--- src/rtl/seven_seg_display_arbiter_pkg.sv ---
// Shared types and constants for the seven-segment display arbiter.
// Holds the FSM state encoding, default sizing and the dwell counter width helper.
package seven_seg_pkg;

  localparam int unsigned DEF_NUM_REQ = 4;
  localparam int unsigned DEF_DATA_W  = 32;

  typedef enum logic [1:0] {
    ST_IDLE   = 2'd0,
    ST_SHOW   = 2'd1,
    ST_SWITCH = 2'd2
  } arb_state_e;

  // Dwell counter needs at least one bit even when the dwell is a single cycle.
  function automatic int unsigned cnt_width(input int unsigned n);
    int unsigned w;
    w = (n <= 1) ? 1 : int'($clog2(n));
    return w;
  endfunction

endpackage

--- src/rtl/seven_seg_display_arbiter_picker.sv ---
// Rotating first-set search: scans mask from start, wrapping, and reports the first hit.
module round_robin_picker #(
  parameter int unsigned N  = 4,
  parameter int unsigned IW = 2
) (
  input  logic [N-1:0]  mask,
  input  logic [IW-1:0] start,
  output logic [N-1:0]  winner_c,
  output logic [IW-1:0] index_c,
  output logic          found_c
);

  int unsigned      pos;
  logic [IW-1:0]    pos_idx;

  always_comb begin
    winner_c = '0;
    index_c  = '0;
    found_c  = 1'b0;
    pos      = 0;
    pos_idx  = '0;
    for (int unsigned k = 0; k < N; k++) begin
      pos = 32'(start) + k;
      if (pos >= N) pos = pos - N;
      pos_idx = IW'(pos);
      if (!found_c && mask[pos_idx]) begin
        found_c           = 1'b1;
        winner_c[pos_idx] = 1'b1;
        index_c           = pos_idx;
      end
    end
  end

endmodule

--- src/rtl/seven_seg_display_arbiter.sv ---
// Time-shares one seven-segment display between several requesters.
// Round-robin ownership with a dwell timer, urgent preemption and registered display outputs.
module seven_seg_display_arbiter
  import seven_seg_pkg::*;
#(
  parameter int unsigned NUM_REQ      = DEF_NUM_REQ,
  parameter int unsigned DATA_W       = DEF_DATA_W,
  parameter int unsigned DWELL_CYCLES = 100_000_000
) (
  input  logic                      clock,
  input  logic                      reset_n,
  input  logic [NUM_REQ-1:0]        req,
  input  logic [NUM_REQ-1:0]        urgent,
  input  logic [NUM_REQ*DATA_W-1:0] req_data,
  input  logic [NUM_REQ-1:0]        req_mode,
  output logic [NUM_REQ-1:0]        grant,
  output logic [DATA_W-1:0]         display_number,
  output logic                      display_mode,
  output logic                      display_valid
);

  localparam int unsigned IDX_W = (NUM_REQ > 1) ? $clog2(NUM_REQ) : 1;
  localparam int unsigned CNT_W = cnt_width(DWELL_CYCLES);
  localparam logic [IDX_W-1:0] LAST_IDX   = IDX_W'(NUM_REQ - 1);
  localparam logic [CNT_W-1:0] DWELL_LAST = CNT_W'(DWELL_CYCLES - 1);

  arb_state_e          state_q, state_d;
  logic [NUM_REQ-1:0]  grant_q, grant_d;
  logic [CNT_W-1:0]    cnt_q, cnt_d;
  logic [IDX_W-1:0]    last_owner_q, last_owner_d;
  logic [DATA_W-1:0]   number_q, number_d;
  logic                mode_q, mode_d;
  logic                valid_q, valid_d;

  logic [NUM_REQ-1:0]  req_urg_c;
  logic [IDX_W-1:0]    start_c;
  logic [NUM_REQ-1:0]  rr_oh_c, urg_oh_c, pick_oh_c;
  logic [IDX_W-1:0]    rr_idx_c, urg_idx_c, pick_idx_c;
  logic                rr_found_c, urg_found_c, pick_found_c;
  logic                owner_req_c, owner_urg_c, others_req_c, others_urg_c;
  logic                expiry_c, preempt_c;

  assign req_urg_c = req & urgent;
  assign start_c   = (last_owner_q == LAST_IDX) ? '0 : last_owner_q + IDX_W'(1);

  round_robin_picker #(.N(NUM_REQ), .IW(IDX_W)) u_pick_rr (
    .mask     (req),
    .start    (start_c),
    .winner_c (rr_oh_c),
    .index_c  (rr_idx_c),
    .found_c  (rr_found_c)
  );

  round_robin_picker #(.N(NUM_REQ), .IW(IDX_W)) u_pick_urg (
    .mask     (req_urg_c),
    .start    (start_c),
    .winner_c (urg_oh_c),
    .index_c  (urg_idx_c),
    .found_c  (urg_found_c)
  );

  // Urgent requesters take precedence over the plain rotation.
  assign pick_oh_c    = urg_found_c ? urg_oh_c  : rr_oh_c;
  assign pick_idx_c   = urg_found_c ? urg_idx_c : rr_idx_c;
  assign pick_found_c = urg_found_c | rr_found_c;

  assign owner_req_c  = |(req & grant_q);
  assign owner_urg_c  = |(req_urg_c & grant_q);
  assign others_req_c = |(req & ~grant_q);
  assign others_urg_c = |(req_urg_c & ~grant_q);
  assign expiry_c     = (cnt_q == DWELL_LAST);
  assign preempt_c    = !owner_urg_c && others_urg_c;

  always_comb begin
    state_d      = state_q;
    grant_d      = grant_q;
    cnt_d        = cnt_q;
    last_owner_d = last_owner_q;
    number_d     = number_q;
    mode_d       = mode_q;

    unique case (state_q)
      ST_IDLE, ST_SWITCH: begin
        grant_d = '0;
        cnt_d   = '0;
        if (pick_found_c) begin
          state_d      = ST_SHOW;
          grant_d      = pick_oh_c;
          last_owner_d = pick_idx_c;
        end else begin
          state_d = ST_IDLE;
        end
      end
      ST_SHOW: begin
        if (!owner_req_c || preempt_c || (expiry_c && others_req_c)) begin
          state_d = ST_SWITCH;
          grant_d = '0;
          cnt_d   = '0;
        end else if (expiry_c) begin
          cnt_d = '0;
        end else begin
          cnt_d = cnt_q + CNT_W'(1);
        end
      end
      default: begin
        state_d = ST_IDLE;
        grant_d = '0;
        cnt_d   = '0;
      end
    endcase

    // Display follows whoever owns the display after this edge; holds otherwise.
    for (int unsigned i = 0; i < NUM_REQ; i++) begin
      if (grant_d[i]) begin
        number_d = req_data[i*DATA_W +: DATA_W];
        mode_d   = req_mode[i];
      end
    end
    valid_d = |grant_d;
  end

  always_ff @(posedge clock) begin
    if (!reset_n) begin
      state_q      <= ST_IDLE;
      grant_q      <= '0;
      cnt_q        <= '0;
      last_owner_q <= LAST_IDX;
      number_q     <= '0;
      mode_q       <= 1'b0;
      valid_q      <= 1'b0;
    end else begin
      state_q      <= state_d;
      grant_q      <= grant_d;
      cnt_q        <= cnt_d;
      last_owner_q <= last_owner_d;
      number_q     <= number_d;
      mode_q       <= mode_d;
      valid_q      <= valid_d;
    end
  end

  assign grant          = grant_q;
  assign display_number = number_q;
  assign display_mode   = mode_q;
  assign display_valid  = valid_q;

endmodule

--- config.mk ---
export PLATFORM = sky130hd
export DESIGN_NAME = seven_seg_display_arbiter
export DESIGN_NICKNAME = d
export VERILOG_FILES = /design/src/rtl/seven_seg_display_arbiter_pkg.sv /design/src/rtl/seven_seg_display_arbiter_picker.sv /design/src/rtl/seven_seg_display_arbiter.sv
export SDC_FILE = /design/constraint.sdc
export NUM_CORES = 1
export LEC_CHECK = 0
export CORE_MARGIN = 3
export CORE_UTILIZATION = 40
export DETAILED_ROUTE_END_ITERATION = 16
export GPL_ROUTABILITY_DRIVEN = 0
export PLACE_DENSITY = 0.74
export SLEW_MARGIN = 20
export SYNTH_ARGS = -nofsm -noshare
export SYNTH_HDL_FRONTEND = slang
export SYNTH_HIERARCHICAL = 1
export SYNTH_SLANG_ARGS = --single-unit
--- constraint.sdc ---
create_clock -name clock -period 6.8 [get_ports clock]
set_input_delay 1.7 -clock clock [delete_from_list [all_inputs] [get_ports clock]]
set_output_delay 1.7 -clock clock [all_outputs]
set_load 0.005 [all_outputs]
==> impl_metrics.yaml <==
worst_setup_path:
  rrSetupSlack_ns: 1.83
  r2r_cells: 12
  critPathArrivalTime_ns: 5.88
  path_max_fanout: 21
  critPathCaptureType: "flop"
  rr_startpoint: "last_owner_q[0]"
  start_kind: "input pin"
  cp.required_ns: 7.02
  reg2reg_to: "display_number[6]"
  crit_type: "in -> reg"
grt:
  grt_usage: 0.2356
  grt_pass1_wl_mm: 24.66
  antenna_found_initial: 0
  grt_max_degree: 38
  first_global_vias: 5005
  overflow: 0
cells_and_area:
  drive_above_1_share: 0.07242
  diodes: 0
  stdcell_count: 858
  area_growth_pct: 46.79
  final_cell_mix: "clkdlybuf4s50_1, nand2_1, dfxtp_1, o21ai_0, nor2_1"
  fin_nets: 867
  design_area_um2: 6720
  layout_commonest_cell: "clkdlybuf4s50_1"
run_status:
  outcome: "complete, no violations"
yosys:
  synth-main-ff-cell: "dfxtp_1"
  ys_warn_count: 6
  syn_inst: 550
  synth_seq_cells: 69
  synth_edf_count: 0
  synth_cell_type_count: 57
  yosysSeqAreaShare: 0.3017
  synth_nets: 704
  syn_area_um2: 4578
  syn_avg_cell_area_um2: 8.324
  synth-async-reset-ratio: 0
sta:
  clock_skew_ns: 0.008512
  clock.fmax_mhz: 176.6
  worst_pin_slew_ns: 0.6978
  period_share: 0.8326
  setup_viol: 0
  slew_viol_final: 0
  timing.final.ws_setup_ns: 1.138
  max-slew-margin-rel: 0.5343
  final_hold_viol_count: 0
  period_needed_ns: 5.662
  final.setup.tns_ns: 0
  rsz0062_at_grt: "no"
clock_tree:
  cts_setup_buffers: 0
  cts_max_level: 3
  cts-resized-gates: 0
  clk_latency_ns: 0.33
  holdBufCountCts: 0
  clock_sinks: 69
  cts-root-buf: "clkbuf_16"
  path_clk_slew_ns: 0.06
  numCtsBuffers: 9
  clockBufferDepth: 2
  cts_tree: "done"
drt:
  route.detailed.drc: 0
  vias: 4909
  firstDrtPassIters: 5
  postRouteAntennaNets: 0
  vias_per_cell: 5.721
  finalWirelength_mm: 15.04
  first_iter_violations: 343
  wire_per_inst_um: 17.53
die:
  start_util: 0.4150
  io_pins: 180
  dieArea_um2: 12760
  core-area_um2: 11030
  die_h_um: 113.0
  row_count: 38
  die_w_um: 113.0
place:
  place_ws_ns: 0.8234
  place_hpwl_mm: 11.32
  numPlacedInstances: 842
  placedInstanceArea_um2: 6405
  portBuffers: 179
hold_path:
  hold_start: "display_number[0]"
  hold_depth: 1
  holdPathEnd: "display_number[0]"
  hp-class: "reg -> reg"
power_and_ir_drop:
  vdd_drop_max_uv: 306.5
  power.leakage_uw: 0.002411
  power_density_nw_per_um2: 506.0
  p_total_uw: 3400
job:
  cap_violations: 0
[critical path: stages]
cell and delay (ns):
clkdlybuf4s50_1 0.57, nand2_1 0.15, inv_1 0.09, mux4_2 0.60
nor3_1 0.30, nand2b_1 0.27, o21bai_1 0.56, nor2_1 0.21
a41oi_4 0.61, nand2b_1 0.39, o221ai_1 0.32, o2bb2ai_1 0.10
[state kept, by name (all words and copies together), names as in the netlist]
signal	cells
display_number	32
cnt_q	27
grant	4
last_owner_q	2
state_q	2
display_mode	1
display_valid	1
[cell usage after synthesis, drive strengths merged (3+ instances only)]
cell / instances / area (um2)
buf: 19 / 151.4
nor2: 46 / 188.9
o221ai: 12 / 105.1
o21ai: 61 / 305.3
clkbuf: 16 / 62.56
inv: 13 / 48.80
nand2: 91 / 344.1
dfxtp: 69 / 1381
xnor2: 10 / 87.58
nor4: 3 / 33.78
nand2b: 7 / 43.79
nand3: 12 / 65.06
nor3: 5 / 25.02
ha: 12 / 150.1
a221oi: 10 / 87.58
and4: 4 / 35.03
o2bb2ai: 10 / 87.58
or3: 4 / 25.02
nor4b: 3 / 56.31
nor2b: 6 / 37.54
xor2: 11 / 96.34
a22oi: 18 / 135.1
nand4: 5 / 37.53
mux4: 8 / 195.2
o211ai: 4 / 30.03
and3: 6 / 37.54
a41oi: 3 / 52.56
a21oi: 6 / 30.03
a31oi: 23 / 143.9
mux2i: 10 / 100.1
a31o: 24 / 210.2
[how the worst max path moves through the flow]
stage,from,end,slack (ns),cells past startpoint
after floorplan,urgent[2],display_number[2],2.37,14
after global placement,req[3],display_number[6],1.05,12
after detailed placement,req[3],display_number[6],0.82,12
after CTS,req[3],display_number[6],1.13,12
after global routing,req[3],display_number[6],0.65,12
final,req[1],display_number[6],1.14,12
[report_power, final]
| part | internal [uW] | switching [uW] |
|---|---|---|
| logic | 1010 | 1330 |
| clock network | 296 | 182 |
| registers | 518 | 67.2 |
[cells by family after synthesis]
| family | after synthesis | share of synthesized area |
|---|---|---|
| flip-flops | 69 | 0.3017 |
| XOR/XNOR | 21 | 0.04017 |
| adder cells (fa/ha/maj) | 12 | 0.03279 |
| AO/OA/AOI/OAI | 180 | 0.2815 |
| AND/OR/NAND/NOR | 199 | 0.2162 |
| buffers and inverters | 49 | 0.05821 |
| multiplexers | 20 | 0.06942 |
[cell type report]
type                       instances  area [um2]
multi-input combinational        432        2949
tap                              140       175.2
inverter                          14       52.55
fill                             973        4310
sequential                        69        1381
clock inverter                     6       71.32
clock buffer                      10       239.0
timing repair buffer             187        1852
[per-layer routing]
metal | vias up | routed length [um] | global-route usage
met1 | 2302 | 6179 | 0.2905
met3 | 29 | 1211 | 0.06578
met4 | 0 | 467 | 0.08574
li1 | 2370 | - | -
met2 | 208 | 7183 | 0.3930
met5 | - | 0 | 0
[per-stage QoR]
step / hold WS (ns) / utilization
after floorplan: 0.4300 / -
after detailed placement: 0.4462 / 0.5806
after global routing: 0.4814 / 0.6092
final: 0.4644 / 0.6092
after CTS: 0.4672 / 0.6088
after global placement: 0.4451 / 0.5806
Power figures use the tool's default switching activity.
